**config.mk**
```make
export PLATFORM = sky130hd
export DESIGN_NAME = video_in
export DESIGN_NICKNAME = d
export VERILOG_FILES = /design/src/rtl/video_pkg.sv /design/src/rtl/video_in_word_fifo.sv /design/src/rtl/video_in.sv
export SDC_FILE = /design/constraint.sdc
export NUM_CORES = 1
export LEC_CHECK = 0
export CAP_MARGIN = 20
export CORE_MARGIN = 2
export CORE_UTILIZATION = 59
export CTS_BUF_LIST = sky130_fd_sc_hd__clkbuf_16
export DETAILED_ROUTE_END_ITERATION = 7
export HOLD_SLACK_MARGIN = 0.15
export PLACE_DENSITY_LB_ADDON = 0.08
export SYNTH_ARGS = -nofsm -noshare
export SYNTH_HDL_FRONTEND = slang
export SYNTH_SLANG_ARGS = --single-unit
```
**constraint.sdc**
```tcl
create_clock -name p_clk -period 5.54 [get_ports p_clk]
set_clock_uncertainty 0.1 [all_clocks]
set_input_delay 0.554 -clock p_clk [delete_from_list [all_inputs] [get_ports p_clk]]
set_output_delay 0.554 -clock p_clk [all_outputs]
set_load 0.05 [all_outputs]
```
**src/rtl/video_pkg.sv**
```systemverilog
// video_pkg: types and constants shared by the capture stage (video_in)
// and the display stage that reads the captured frame back.
//   video_in_state_t - capture FSM states
//   SEL_ALL          - Wishbone byte-select for full 32-bit writes
//   IMAGE_WIDTH/HEIGHT - nominal frame geometry shared with the display stage
package video_pkg;

    typedef enum logic [2:0] {
        IDLE,
        ARMED,
        CAPTURE,
        FLUSH,
        DRAIN,
        DONE
    } video_in_state_t;

    localparam logic [3:0] SEL_ALL      = 4'hF;
    localparam int         IMAGE_WIDTH  = 640;
    localparam int         IMAGE_HEIGHT = 480;

endpackage

```
**src/rtl/video_in_word_fifo.sv**
```systemverilog
// word_fifo: single-clock synchronous FIFO of 32-bit words.
//   p_clk, p_reset        - clock, synchronous active-high reset (empties FIFO)
//   push, push_data       - write request and data; ignored when full unless
//                           a pop happens in the same cycle
//   pop                   - remove the head word (ignored when empty)
//   head                  - current head word (valid when !empty)
//   full, empty           - occupancy flags
module word_fifo #(
    parameter int DEPTH = 16
) (
    input  logic        p_clk,
    input  logic        p_reset,
    input  logic        push,
    input  logic [31:0] push_data,
    input  logic        pop,
    output logic [31:0] head,
    output logic        full,
    output logic        empty
);

    localparam int AW = $clog2(DEPTH);

    logic [31:0] mem [DEPTH];
    // One extra pointer bit distinguishes full from empty.
    logic [AW:0] wr_ptr, rd_ptr;
    logic        do_push, do_pop;

    assign empty   = (wr_ptr == rd_ptr);
    assign full    = (wr_ptr[AW] != rd_ptr[AW]) && (wr_ptr[AW-1:0] == rd_ptr[AW-1:0]);
    assign do_pop  = pop && !empty;
    // A pop in the same cycle frees the slot, so a push onto a full FIFO is accepted.
    assign do_push = push && (!full || do_pop);
    assign head    = mem[rd_ptr[AW-1:0]];

    always_ff @(posedge p_clk) begin
        if (p_reset) begin
            wr_ptr <= '0;
            rd_ptr <= '0;
        end else begin
            if (do_push) wr_ptr <= wr_ptr + (AW+1)'(1);
            if (do_pop)  rd_ptr <= rd_ptr + (AW+1)'(1);
        end
    end

    always_ff @(posedge p_clk) begin
        if (do_push) mem[wr_ptr[AW-1:0]] <= push_data;
    end

endmodule

```
**src/rtl/video_in.sv**
```systemverilog
// video_in: camera capture stage. Packs 8-bit pixels (four per word, first
// pixel in bits [7:0]) and writes the words to RAM with Wishbone single
// writes starting at a base address latched at frame start. Pulses irq for
// one cycle once the whole frame is committed.
//   p_clk, p_reset            - clock, synchronous active-high reset
//   frame_valid, line_valid   - pixel qualifiers; pixel_in taken when both high
//   cfg_enable, cfg_base      - arm request and base address (sampled at frame start)
//   irq                       - one-cycle frame-done pulse
//   overflow, bus_err         - sticky status, cleared at the next captured frame start
//   frame_words               - words acked (ACK or ERR) for the last/current frame
//   p_wb_*                    - Wishbone master write port
module video_in
    import video_pkg::*;
#(
    parameter int          FIFO_DEPTH   = 16,
    parameter logic [31:0] DEFAULT_BASE = 32'h4100_0000
) (
    input  logic        p_clk,
    input  logic        p_reset,
    input  logic        frame_valid,
    input  logic        line_valid,
    input  logic [7:0]  pixel_in,
    input  logic        cfg_enable,
    input  logic [31:0] cfg_base,
    output logic        irq,
    output logic        overflow,
    output logic        bus_err,
    output logic [31:0] frame_words,
    output logic [31:0] p_wb_DAT_O,
    output logic [31:0] p_wb_ADR_O,
    output logic [3:0]  p_wb_SEL_O,
    output logic        p_wb_STB_O,
    output logic        p_wb_CYC_O,
    output logic        p_wb_WE_O,
    output logic        p_wb_LOCK_O,
    input  logic [31:0] p_wb_DAT_I,
    input  logic        p_wb_ACK_I,
    input  logic        p_wb_ERR_I,
    input  logic        p_wb_RTY_I
);

    video_in_state_t state, state_nxt;

    logic        fv_q;
    logic        frame_start, frame_end, capture_start, pix_take;
    logic [1:0]  pack_cnt;
    logic [31:0] pack_word;
    logic        push, pop;
    logic [31:0] push_data;
    logic        fifo_full, fifo_empty;
    logic [31:0] fifo_head;
    logic [31:0] wr_addr;
    logic        wb_cyc;
    logic        unused_dat_i;

    assign unused_dat_i  = ^p_wb_DAT_I;

    assign frame_start   = frame_valid && !fv_q;
    assign frame_end     = !frame_valid && fv_q;
    assign capture_start = (state == ARMED) && frame_start && cfg_enable;
    assign pix_take      = (state == CAPTURE) && frame_valid && line_valid;
    assign pop           = wb_cyc && (p_wb_ACK_I || p_wb_ERR_I);

    // Full word goes straight from the pixel input so it is pushed on the
    // fourth byte's cycle; a partial word at frame end relies on pack_word
    // having its unused upper bytes already zero.
    always_comb begin
        push      = 1'b0;
        push_data = pack_word;
        if (pix_take && pack_cnt == 2'd3) begin
            push      = 1'b1;
            push_data = {pixel_in, pack_word[23:0]};
        end else if (state == FLUSH && pack_cnt != 2'd0) begin
            push      = 1'b1;
        end
    end

    always_comb begin
        state_nxt = state;
        unique case (state)
            IDLE:    if (cfg_enable)               state_nxt = ARMED;
            ARMED:   if (capture_start)            state_nxt = CAPTURE;
            CAPTURE: if (frame_end)                state_nxt = FLUSH;
            FLUSH:                                 state_nxt = DRAIN;
            DRAIN:   if (fifo_empty && !wb_cyc)    state_nxt = DONE;
            DONE:    state_nxt = cfg_enable ? ARMED : IDLE;
            default:                               state_nxt = IDLE;
        endcase
    end

    // Capture side: FSM state, edge detect, byte packing, overflow flag.
    always_ff @(posedge p_clk) begin
        if (p_reset) begin
            state     <= IDLE;
            fv_q      <= 1'b0;
            pack_cnt  <= 2'd0;
            pack_word <= '0;
            overflow  <= 1'b0;
        end else begin
            state <= state_nxt;
            fv_q  <= frame_valid;
            if (capture_start) begin
                pack_cnt  <= 2'd0;
                pack_word <= '0;
                overflow  <= 1'b0;
            end else if (pix_take) begin
                if (pack_cnt == 2'd3) pack_word <= '0;
                else                  pack_word[{pack_cnt, 3'b000} +: 8] <= pixel_in;
                pack_cnt <= pack_cnt + 2'd1;
            end else if (state == FLUSH) begin
                pack_cnt  <= 2'd0;
                pack_word <= '0;
            end
            // Dropped words do not advance the address: the writer only
            // advances on words it actually sends.
            if (push && fifo_full && !pop) overflow <= 1'b1;
        end
    end

    // Wishbone writer: runs whenever there is a word and no open cycle.
    // Capture can only start from ARMED, where the FIFO is empty and the
    // writer idle, so the base latch never races an active write.
    always_ff @(posedge p_clk) begin
        if (p_reset) begin
            wb_cyc      <= 1'b0;
            p_wb_ADR_O  <= '0;
            p_wb_DAT_O  <= '0;
            wr_addr     <= DEFAULT_BASE;
            frame_words <= '0;
            bus_err     <= 1'b0;
        end else begin
            if (capture_start) begin
                wr_addr     <= cfg_base;
                frame_words <= '0;
                bus_err     <= 1'b0;
            end
            if (wb_cyc) begin
                if (p_wb_ACK_I || p_wb_ERR_I) begin
                    wb_cyc      <= 1'b0;
                    wr_addr     <= wr_addr + 32'd4;
                    frame_words <= frame_words + 32'd1;
                    if (p_wb_ERR_I) bus_err <= 1'b1;
                end else if (p_wb_RTY_I) begin
                    // Head stays in the FIFO; reissued after one idle cycle.
                    wb_cyc <= 1'b0;
                end
            end else if (!fifo_empty) begin
                wb_cyc     <= 1'b1;
                p_wb_ADR_O <= wr_addr;
                p_wb_DAT_O <= fifo_head;
            end
        end
    end

    assign p_wb_STB_O  = wb_cyc;
    assign p_wb_CYC_O  = wb_cyc;
    assign p_wb_WE_O   = wb_cyc;
    assign p_wb_SEL_O  = SEL_ALL;
    assign p_wb_LOCK_O = 1'b0;
    assign irq         = (state == DONE);

    word_fifo #(
        .DEPTH (FIFO_DEPTH)
    ) u_fifo (
        .p_clk     (p_clk),
        .p_reset   (p_reset),
        .push      (push),
        .push_data (push_data),
        .pop       (pop),
        .head      (fifo_head),
        .full      (fifo_full),
        .empty     (fifo_empty)
    );

endmodule

```
# After elaboration in Yosys (flattened, before gate mapping)
# Memories as Yosys holds them, arrays and structs flattened. A register that Yosys moved wholly into a read port is not among the register bits.
# Index checks and enable logic that the tools add are counted.
[op_classes] n_mux=33 mul=0 shift=2 n_div=0 n_bitwise=2 reduce_logical=30 add_sub_neg=6 eq_ne=13 n_lt_le_gt_ge=0
[ops] cell="2-to-1 mux 32 bit" count=10
[ops] cell="adder 32 x 1 -> 32 bit, second input constant" count=1
[ops] cell="adder 32 x 3 -> 32 bit, second input constant" count=1
[ops] cell="bitwise mux 32 bit" count=1
[ops] cell="variable shift 8 x 7 -> 32 bit, first input constant" count=1
[ops] cell="variable part select 8 x 7 -> 32 bit" count=1
[ops] cell="case mux 3 bit (6 select lines)" count=1
[ops] cell="logical AND 1 bit" count=15
[ops] cell="2-to-1 mux 1 bit" count=15
[ops] cell="2-to-1 mux 3 bit" count=4
[ops] cell="adder 5 x 1 -> 5 bit, second input constant" count=2
[ops] cell="inequality test 2 bit, second input constant" count=4
[ops] cell="negation 5 -> 7 bit" count=1
[ops] cell="== test 3 x 2 -> 1 bit, second input constant" count=2
[ops] cell="== test 3 bit, second input constant" count=2
[ops] cell="zero test 1 bit" count=6
[ops] cell="nonzero test 2 bit" count=3
[ops] cell="== test 5 bit" count=1
[ops] cell="== test 4 bit" count=1
[ops] cell="2-to-1 mux 2 bit" count=2
[ops] cell="AND reduction 4 bit" count=1
[ops] cell="== test 3 x 1 -> 1 bit, second input constant" count=1
[ops] cell="zero test 3 bit" count=1
[ops] cell="adder 2 x 1 -> 2 bit, second input constant" count=1
[ops] cell="6 further kinds" count=8
[totals] word_cells=99 input_bits=80 out_inout_bits=107 ff_bits=147 mem_bits_ro=0 memories=1 latchBits=0 ramBits=512
[memory_table] name="u_fifo.mem" words=16 word_bits=32 rd=1 rd_clocked_by_memory_dff=1 wr=1 line="video_in_word_fifo.sv:23" source="logic [31:0] mem [DEPTH];"

# Logic depth before layout (Yosys ltp)
[logic_depth] word_depth=8 depth_mapped=8 mapped_depth_nobuf=7

# Hierarchy
# A second synthesis with hierarchy kept.
[unflattened] cells_unflattened=1678 area_unflattened_um2=27402.5
[by_module_without_submodules] module="word_fifo" cells_per_inst=795 seq_area_each_um2=15655.0 area_each_um2=20123.0 instances=1
[by_module_without_submodules] module="video_in" cells_per_inst=883 seq_area_each_um2=3383.2 area_each_um2=7279.5 instances=1

# Worst setup path before layout
# No wires, ideal clock.
[synth_path] path_type="reg2reg" startpoint="register wb_cyc (netlist: p_wb_CYC_O)" endpoint="memory u_fifo.mem[3][0] (enable)" slack_ps=1056 setup_time_ps=461 path_stages_with_launch=7 path_buffers=1 synth_period_minus_slack_ps=4484 t_required_ps=4979 t_arrival_ps=3923 path_cell_list="dfxtp_1 o21a_1 clkbuf_1 nor2_1 a21oi_2 nand2_1 nor3_1"
[synth_via] elab_chain_cells=6
[synth_lines] element="from (decl)" line="video_in.sv:53" source="logic wb_cyc;"
[synth_lines] element="from (signal assigned)" line="video_in.sv:125" source="wb_cyc <= 1'b0;"
[synth_lines] element="from (signal assigned)" line="video_in.sv:139" source="wb_cyc <= 1'b0;"
[synth_lines] element="from (signal assigned)" line="video_in.sv:145" source="wb_cyc <= 1'b0;"
[synth_lines] element="logical AND 1 bit" line="video_in.sv:62" source="assign pop = wb_cyc && (p_wb_ACK_I || p_wb_ERR_I);"
[synth_lines] element="logical AND 1 bit" line="video_in_word_fifo.sv:30" source="assign do_pop = pop && !empty;"
[synth_lines] element="logical OR 1 bit" line="video_in_word_fifo.sv:32" source="assign do_push = push && (!full || do_pop);"
[synth_lines] element="logical AND 1 bit" line="video_in_word_fifo.sv:32"
[synth_lines] element="2-to-1 mux 1 bit" line="video_in_word_fifo.sv:46" source="if (do_push) mem[wr_ptr[AW-1:0]] <= push_data;"
[synth_lines] element="2-to-1 mux 1 bit (implied by the code)" line="video_in_word_fifo.sv:46"
[synth_lines] element="to (decl)" line="video_in_word_fifo.sv:23"
# Every way passes these cells.

# Final worst setup path
[layout_path] startpoint="register pack_cnt[0]" endpoint="memory u_fifo.mem[10][1] (enable)"
[layout_via] elab_chain_cells=7 word_cells_on_any_way=9 classes_between="eq/ne: 1; mux: 4; reduce/logical: 4"
[layout_lines] element="from (decl)" line="video_in.sv:46" source="logic [1:0] pack_cnt;"
[layout_lines] element="from (signal assigned)" line="video_in.sv:109" source="pack_cnt <= pack_cnt + 2'd1;"
[layout_lines] element="nonzero test 2 bit" line="video_in.sv:73" source="end else if (state == FLUSH && pack_cnt != 2'd0) begin"
[layout_lines] element="logical AND 1 bit" line="video_in.sv:73"
[layout_lines] element="2-to-1 mux 1 bit" line="video_in.sv:73"
[layout_lines] element="2-to-1 mux 1 bit *" line="video_in.sv:70" source="if (pix_take && pack_cnt == 2'd3) begin"
[layout_lines] element="logical AND 1 bit *" line="video_in_word_fifo.sv:32"
[layout_lines] element="2-to-1 mux 1 bit *" line="video_in_word_fifo.sv:46"
[layout_lines] element="2-to-1 mux 1 bit (implied by the code) *" line="video_in_word_fifo.sv:46"
# Every way passes the cells marked *; elsewhere a longest branch is shown, timed or not.

==> reports/results.tsv <==
metric	value	unit
crit path to	u_fifo.mem[10][1]	
first-pass GRT wire length	101.6	mm
fmax	290.8	MHz
register area	18970	um2
1st-pass router iterations	5	
Worst path slowest cell	nor2_4	
period utilization	62.06	%
vias in the first global route	16960	
die footprint	48840	um2
Seq/Total Area, Yosys	68.24	%
CTS clk-pin slew, worst paths	60	ps
TritonCTS clock tree	built	
PostCTS Resize Cnt	0	
setup TNS	0	ps
top cell type's share of synthesized area	55.34	%
stages on the worst setup path	8	
dpl hpwl	39.21	mm
leading area contributor after synthesis	edfxtp_1	
Data arrival, critical path	3610	ps
Die H	221.0	um
Adder-Cell Fraction of Synth Area	0.5404	%
Yosys reg bits	691	
Clock Latency Late Sink	610	ps
Core ar.	46560	um2
mean area per synthesized cell	14.19	um2
result of the run	completed	
post-synthesis compound-gate area fraction	7.328	%
Final Util	69.27	%
DRC Markers	0	
DRT iter0 DRCs	1819	
Worst-Margin Slew	1081	ps
Worst R2R End	u_fifo.mem[10][1]	
Via density	6.246	
n_diodes	0	
Mapped Area	27780	um2
EDFF count, synth	512	
# Post-CTS Setup Buffers	0	
fin. max-slew vios	0	
combinational family with the most area after synthesis	multiplexers	
post-DR wirelength/cell	24.20	um
most common cell after layout, fill and taps aside	edfxtp_1	
Layout Cells excl Fill	2763	
num rows	79	
commonest non-fill, non-tap cells in the layout	512 x edfxtp_1, 209 x mux2_2, 191 x nor2_1, 175 x dfxtp_1, 148 x clkdlybuf4s50_1	
R2R cell count	8	
critical-path maximum fanout	18	
power density cells	316.6	nW/um2
maximum VDD drop	0.0002909	V
total of max-cap violations	0	
unrepaired setup endpoints after global routing	false	
Post-Synth XOR/XNOR Area	0.5359	%
simple-gate share of the synthesized area	8.809	%
leakage	9.306	nW
Synth-to-Final Area Change	16.08	%
relative slew slack	27.79	%
Multi-input gate area	8386	um2
number of buffers created by CTS	70	
Critical Path, Cell by Cell	inv_1, ha_1, nor4bb_1, a31oi_1, a21oi_2, nand2_1, nor2_4, buf_4	
share of post-route cells with drive strength above 1	19.76	%
ys flop type	edfxtp_1	
antenna-violating nets left	0	
root buffer cell	clkbuf_16	
FILL cells	3157	
gr ovfl total	0	
die width	221.0	um
Area contributors post-synth	edfxtp_1 55%, dfxtp_1 13%, mux2_2 8.5%	
placed cells	2634	
mux cell area share after synthesis	12.40	%
crit end category	flop	
final hold violation count	0	
Initial Util	59.67	%
port bufs	149	
nets@finish	2191	
worst setup path class	flop to flop	
crit path buf inv count	2	
# setup viols final	0	
Crit. Startpoint	pack_cnt[0]	
CP Launch Type	flop	
final wirelength	66.86	mm
CTS Hold Bufs	0	
HP Class	input pin to flop	
initial antenna violation count	0	
GRT Overall Usage	27.10	%
minimum clock period	3438	ps
Placer Congestion	0.8341	
Max Buffers Root-to-Sink	3	
Num Clock Sinks	691	
Synth cell types	70	
largest net degree at the start of global routing	68	
Synth Instances	1958	
num ports	187	
H-Tree Depth	3	
worst reg2reg startpoint	pack_cnt[0]	
Worst EP required	5710	ps
Tot Pwr	10.21	mW
slowest stage delay, CP	600	ps
delay-heaviest family, CP	simple AND/OR/NAND/NOR gates	
YS warnings	0	
R2R setup slack	2100	ps
via count	17260	
post-synthesis async set-or-reset flop share	0	%
## cell usage after synthesis, types with 14 or more instances
cell type,count
buf_2,39
mux2_2,209
o21ai_0,59
nor3_1,17
a31oi_1,15
o22ai_1,98
nand3_1,73
mux4_2,32
nor2_1,202
edfxtp_1,512
a22oi_1,24
nand4_1,27
dfxtp_1,179
nand2_1,61
and2_1,14
nand2b_1,40
a21oi_1,77
inv_1,15
mux2i_1,37
clkbuf_1,68
## report_power, final
| part | internal (mW) | switching, mW |
|---|---|---|
| Clock | 2.63 | 1.96 |
| Combinational | 0.0464 | 0.0756 |
| Sequential | 5.49 | 0.0140 |
## final cells by class
class                   count  share of cell area, %
clock buffers              73                  5.665
clock inverters            56                  1.226
inverters                  15                 0.1746
multi-input cells        1135                  26.00
flip-flops and latches    691                  58.82
well taps                 607                  2.355
repair buffers            186                  5.758
## sequential cells by signal (all words and copies together) (netlist names)
name           flops
u_fifo.rd_ptr      5
pack_word         32
overflow           1
u_fifo.mem       512
p_wb_ADR_O        32
wr_addr           32
fv_q               1
p_wb_CYC_O         1
bus_err            1
p_wb_DAT_O        32
pack_cnt           2
u_fifo.wr_ptr      5
frame_words       32
state              3
## worst reg2reg max path, stage by stage, from the launching register on
cell	delay [ps]
dfxtp_1	410
inv_1	150
ha_1	340
nor4bb_1	300
a31oi_1	150
a21oi_2	320
nand2_1	290
nor2_4	600
buf_4	430
## routing by layer
layer / global-route usage [%] / part of all wire (%)
met5: 0 / 0
met2: 45.45 / 49
met1: 37.57 / 42
met4: 7.123 / 2.1
met3: 3.798 / 6.6
## metrics by stage
step	worst slack (ps)	hold slack [ps]	instance area [um2]
final	2102	210.1	32250
after global routing	1877	186.4	32250
after CTS	2103	182.0	32250
after detailed placement	1580	343.6	30030
after global placement	1548	338.5	29910
after floorplan	1056	325.7	27790
## kinds of logic (layout without fill, tap and decap cells)
logic type,after synthesis,after routing
AOI/OAI and AO/OA,329,329
xor gates and xnor gates,17,17
adders and majority gates,12,12
buffers and inverters,135,330
DFF,691,691
muxes,278,278
other,2,5
and+or+nand+nor,494,494
## how the worst min path moves through the flow
stage	start	endpoint	slack, ps	depth (start not counted)
finish	p_reset	p_wb_ADR_O[1]	210	2
floorplan	pack_word[24]	pack_word[24]	330	1
global route	p_reset	p_wb_ADR_O[1]	190	2
detailed placement	pack_word[31]	pack_word[31]	340	1
CTS	p_reset	frame_words[14]	180	2
global placement	pack_word[30]	pack_word[30]	340	1
Power figures use the tool's default switching activity.
